[src/rtl/scan_decoder.sv]
// One-hot output decoder with a direct mode (Y = 1<<A) and an auto-scan mode.
// In auto-scan, each output stays active for DWELL cycles. All outputs are registered.
module scan_decoder #(
  parameter int SEL_W = 2,
  parameter int DWELL = 4
) (
  input  logic                  clk,
  input  logic                  rst,
  input  logic [SEL_W-1:0]      A,
  input  logic                  E,
  input  logic                  mode,
  output logic [(2**SEL_W)-1:0] Y,
  output logic [SEL_W-1:0]      idx,
  output logic                  valid,
  output logic                  wrap
);

  localparam int N     = 2 ** SEL_W;
  localparam int CNT_W = (DWELL > 1) ? $clog2(DWELL) : 1;
  localparam logic [CNT_W-1:0] CNT_LAST = CNT_W'(DWELL - 1);
  localparam logic [SEL_W-1:0] IDX_LAST = SEL_W'(N - 1);

  typedef enum logic [1:0] {
    IDLE,
    DIRECT,
    SCAN
  } state_t;

  state_t           state;
  logic [CNT_W-1:0] dwell_cnt;

  function automatic logic [N-1:0] decode(input logic [SEL_W-1:0] sel);
    logic [N-1:0] dec;
    dec      = '0;
    dec[sel] = 1'b1;
    return dec;
  endfunction

  always_ff @(posedge clk) begin
    if (rst) begin
      state     <= IDLE;
      Y         <= '0;
      idx       <= '0;
      valid     <= 1'b0;
      wrap      <= 1'b0;
      dwell_cnt <= '0;
    end else if (!E) begin
      // idx keeps the last active index so software can see where the scan stopped
      state     <= IDLE;
      Y         <= '0;
      valid     <= 1'b0;
      wrap      <= 1'b0;
      dwell_cnt <= '0;
    end else if (!mode) begin
      state     <= DIRECT;
      Y         <= decode(A);
      idx       <= A;
      valid     <= 1'b1;
      wrap      <= 1'b0;
      dwell_cnt <= '0;
    end else if (state != SCAN) begin
      // Any entry into scan restarts at index 0 with a full dwell
      state     <= SCAN;
      Y         <= decode('0);
      idx       <= '0;
      valid     <= 1'b1;
      wrap      <= 1'b0;
      dwell_cnt <= '0;
    end else if (dwell_cnt == CNT_LAST) begin
      state     <= SCAN;
      Y         <= decode(idx + SEL_W'(1));
      idx       <= idx + SEL_W'(1);
      valid     <= 1'b1;
      wrap      <= (idx == IDX_LAST);
      dwell_cnt <= '0;
    end else begin
      state     <= SCAN;
      valid     <= 1'b1;
      wrap      <= 1'b0;
      dwell_cnt <= dwell_cnt + CNT_W'(1);
    end
  end

endmodule
[config.mk]
export PLATFORM = sky130hd
export DESIGN_NAME = scan_decoder
export DESIGN_NICKNAME = d
export VERILOG_FILES = /design/src/rtl/scan_decoder.sv
export SDC_FILE = /design/constraint.sdc
export NUM_CORES = 1
export LEC_CHECK = 0
export BUFFER_PORTS_ARGS = -buffer_cell sky130_fd_sc_hd__buf_2
export CAP_MARGIN = 20
export CORE_AREA = 8 8 45 47
export DETAILED_ROUTE_END_ITERATION = 16
export DIE_AREA = 0 0 53 55
export PLACE_DENSITY = 0.77
export REMOVE_ABC_BUFFERS = 1
export SETUP_SLACK_MARGIN = 0.15
export SLEW_MARGIN = 20
export SYNTH_ARGS = -nofsm -noshare
export SYNTH_HDL_FRONTEND = slang
export SYNTH_SLANG_ARGS = --single-unit
[constraint.sdc]
create_clock -name clk -period 1.7 [get_ports clk]
set_input_delay 0.34 -clock clk [delete_from_list [all_inputs] [get_ports clk]]
set_output_delay 0.34 -clock clk [all_outputs]
set_load 0.005 [all_outputs]
# [Word-level counts from Yosys, hierarchy flattened]
# Index checks and enable logic that the tools add are counted.
[classes] eq_ne=4 n_reduce_logical=6 n_lt_le_gt_ge=4 bitwise=3 n_addsub=2 n_mux=12
[op_table] cell="4-bit 2-to-1 mux" count=3
[op_table] cell="5-bit OR reduction" count=2
[op_table] cell="2-bit 2-to-1 mux" count=4
[op_table] cell="2-bit by 3-bit < comparator with 1-bit output, second input constant" count=2
[op_table] cell="2-bit by 1-bit adder with 2-bit output, second input constant" count=2
[op_table] cell="1-bit demux with 2-bit select" count=2
[op_table] cell="2-bit equality test, second input constant" count=2
[op_table] cell="2-bit by 1-bit >= comparator with 1-bit output, second input constant" count=2
[op_table] cell="1-bit 2-to-1 mux" count=3
[op_table] cell="3-bit by 1-bit != test with 1-bit output, second input constant" count=1
[op_table] cell="1-bit inverter" count=3
[op_table] cell="1-bit logical AND" count=2
[op_table] cell="2-bit != test, second input constant" count=1
[op_table] cell="2-bit AND reduction" count=1
[op_table] cell="2-bit OR reduction" count=1
[totals] ff_bits=12

# [Longest topological paths before layout]
[depth] ltp_word=8 mapped_depth=5 depth_no_buf=5

# [Worst setup path before layout]
# Ideal clock, no wire load.
[synth_timing] kind="register to register" from="register dwell_cnt[0]" to="register idx[1]" setup_slack_ps=458 path_stages_with_launch=6 arrival_ps=1114 period_less_slack_ps=1242 path_cell_list="dfxtp_1 ha_1 buf_4 nand4bb_1 a21oi_1 a311oi_1"
[synth_between] elab_chain_len=3
[synth_rtl] item="start: declaration" line="30" text="logic [CNT_W-1:0] dwell_cnt;"
[synth_rtl] item="start signal: assignment" line="80" text="dwell_cnt <= dwell_cnt + CNT_W'(1);"
[synth_rtl] item="2-bit equality test" line="69" text="end else if (dwell_cnt == CNT_LAST) begin"
[synth_rtl] item="3-bit by 1-bit != test with 1-bit output (no line)"
[synth_rtl] item="2-bit AND reduction (no line)"
[synth_rtl] item="end signal: assignment" line="72" text="idx <= idx + SEL_W'(1);"
[synth_rtl] item="end: declaration" line="13" text="output logic [SEL_W-1:0] idx,"
# Every way passes these cells.
# A chain may end at the register's enable or synchronous reset.

# [Final worst setup path]
[layout_timing] from="register idx[0]" to="register idx[1]"
[layout_between] elab_chain_len=4
[layout_rtl] item="2-bit by 1-bit adder with 2-bit output" line="72"
[layout_rtl] item="2-bit 2-to-1 mux" line="69"
[layout_rtl] item="2-bit 2-to-1 mux" line="61" text="end else if (state != SCAN) begin"
[layout_rtl] item="2-bit 2-to-1 mux" line="54" text="end else if (!mode) begin"
# Every way passes these cells. The select of a mux whose other input is x is not followed.

==> impl_metrics.csv <==
group,metric,value,unit
outcome,status,"finished clean",
clock_tree,worstSkewPairLatency,0.28,ns
layout,areaGrowthSynthToFinish,22.1,%
synthesis,synthTopCellsByArea,"dfxtp_1 (44%), ha_1 (11%), o211a_1 (5.5%)",
critical_path,cp_max_fo,6,
global_routing,antenna_found_initial,0,
layout,diodes,0,
route,wire_per_inst,13.0,um
clock_tree,cts_setup_buffers,0,
synthesis,netlist_area,548,sq um
floorplanning,initial_core_util,39.6,%
layout,area.sequential,240,sq um
clock_tree,ctsResizeCount,0,
floorplanning,die_y,55,um
clock_tree,clk_pin_slew,0.08,ns
placed_design,dpl.hpwl,839,um
clock_tree,clk_path_buf_depth,2,
synthesis,yosysTopAreaCellShare,43.8,%
clock_tree,cts_htree_levels,1,
route,vias,458,
route,viasPerCell,5.20,
global_routing,grt_pass1_vias,432,
route,drt_iter0_drc,4,
synthesis,yosysTopAreaCell,"dfxtp_1",
critical_path,cp-start-kind,"flop",
power,leakagePower,0.349,nW
power,p_per_area,875,nW/um^2
synthesis,syn_area_per_cell,9.96,sq um
synthesis,ys_seq_area_share,43.8,%
route,ant_nets,0,
critical_path,critPathRequiredTime,1.90,ns
clock_tree,holdBufCountCts,0,
timing,slew_violations,0,
critical_path,cp-end-kind,"flop",
layout,post_route_cells_drive_above_1_share,26.4,%
critical_path,path_cells,"inv_1, ha_1, inv_1, a21o_1, a311oi_1",
floorplanning,pin_count,14,
floorplanning,fp.coreArea,1380,sq um
layout,fin_nets,84,
synthesis,synth_cell_types,19,
global_routing,grt_overflow,0,
critical_path,path_class,"reg -> reg",
clock_tree,cts_tree,"built",
route,totalWireLength,1150,um
timing,fin_crit_sh,78.3,%
timing,period_needed,1.33,ns
placed_design,gp_congestion,0.787,
route,drc,0,
power,ir_drop,0.000462,V
synthesis,ys_ff_latch,12,
global_routing,grt_pass1_wl,1900,um
placed_design,dp.cells,84,
layout,fill_cells,132,
route,drtPass1Iterations,4,
floorplanning,die_w,53,um
timing,slew-limit-headroom,80.8,%
floorplanning,rows,14,
placed_design,port_buffers,13,
global_routing,grt.total_usage,9.20,%
synthesis,syn_inst,55,
global_routing,grt_max_degree,10,
timing,finalSetupViolations,0,
clock_tree,cts_root_buffer,"clkbuf_4",
timing,holdWs,0.235,ns
critical_path,slowest_stage,"dfxtp_1",
layout,multi_input_area,278,sq um
layout,stdcell_count,88,
timing,tightest_slew,0.286,ns
run,maxCapViolCount,0,
timing,skew,0.00652,ns
critical_path,cp_num_buf_inv,2,
timing,finalHoldViolCount,0,
timing,fmaxAchievable,751,MHz
timing,rsz0062_at_grt,"no",
synthesis,yosys_warnings,0,
critical_path,crit_top_cell,"inv_1",
critical_path,worst_ep_arrival_time,1.53,ns
floorplanning,design.die.area,2920,sq um
timing,tns,0,ns
min_path,min_path_type,"in -> reg",
clock_tree,cts_buffers,3,
critical_path,critPathMaxStageDelay,0.44,ns
critical_path,crit_family,"flip-flops",
clock_tree,clock-sinks,12,
[sequential cells by signal (all words and copies together) (netlist names)]
name	flops
wrap	1
valid	1
idx	2
dwell_cnt	2
state	2
Y	4
[kinds of logic (layout without fill, tap and decap cells)]
group	count (synthesis)	count (layout)	synth area share, %
adder cells (fa/ha/maj)	5	5	11.4
AND/OR/NAND/NOR	16	16	19.6
AO/OA/AOI/OAI	15	15	19.6
flip-flops	12	12	43.8
buffers and inverters	7	24	5.48
[cell usage after synthesis]
cell type / instances
a21o_1: 2
a21oi_1: 3
a311oi_1: 2
and2_1: 1
buf_4: 1
dfxtp_1: 12
ha_1: 5
inv_1: 6
nand2_1: 2
nand2b_1: 3
nand3b_4: 1
nand4bb_1: 1
nor2_1: 2
nor2b_1: 3
nor3_1: 1
nor4_1: 2
o211a_1: 3
o21ai_0: 1
o22ai_1: 4
[final cells by class]
| class | count | share of cell area, % |
|---|---|---|
| clock buffer | 4 | 5.42 |
| inverter | 6 | 3.36 |
| multi-input combinational | 36 | 41.5 |
| sequential | 12 | 35.9 |
| timing repair buffer | 14 | 10.8 |
| tap | 16 | 2.99 |
[power by group]
part / switching, mW / internal [mW] / leakage [nW] / total [mW]
registers: 0.00765 / 0.291 / 0.0981 / 0.298
logic: 0.0298 / 0.0246 / 0.230 / 0.0544
clock network: 0.103 / 0.130 / 0.0210 / 0.233
total: 0.140 / 0.446 / 0.349 / 0.586
[worst paths after layout]
kind,startpoint,to,slack [ns],cells past startpoint
worst max-delay path,idx[0],idx[1],0.37,5
worst min-delay path,rst,idx[1],0.23,2
worst max register to register,idx[0],idx[1],0.37,5
worst min register to register,dwell_cnt[0],dwell_cnt[0],0.44,1
[cell usage in the layout (no fill, tap or decap), types with 2 or more instances in the layout]
master and count:
o211a_1 3, nor4_1 2, nor2b_1 3, clkbuf_4 3
ha_1 5, a311oi_1 2, nor2_1 2, o22ai_1 4
nand2_1 2, a21o_1 2, dfxtp_1 12, nand2b_1 3
a21oi_1 3, inv_1 6, buf_2 13
[through the flow]
stage	setup slack, ns	instance area (sq um)	util [%]	power, mW
after floorplan	0.461	541	-	0.333
after global placement	0.429	633	45.8	0.358
after detailed placement	0.388	633	45.8	0.359
after CTS	0.371	669	48.4	0.594
after global routing	0.295	669	48.4	0.611
final	0.369	669	48.4	0.586
[metal layers]
layer	GRT usage, %	share of wire (%)
met2	12.7	44
met3	4.28	8.0
met1	10.5	45
met4	7.76	3.1
met5	0	0
Note: power is estimated with default switching activity, not from simulation.
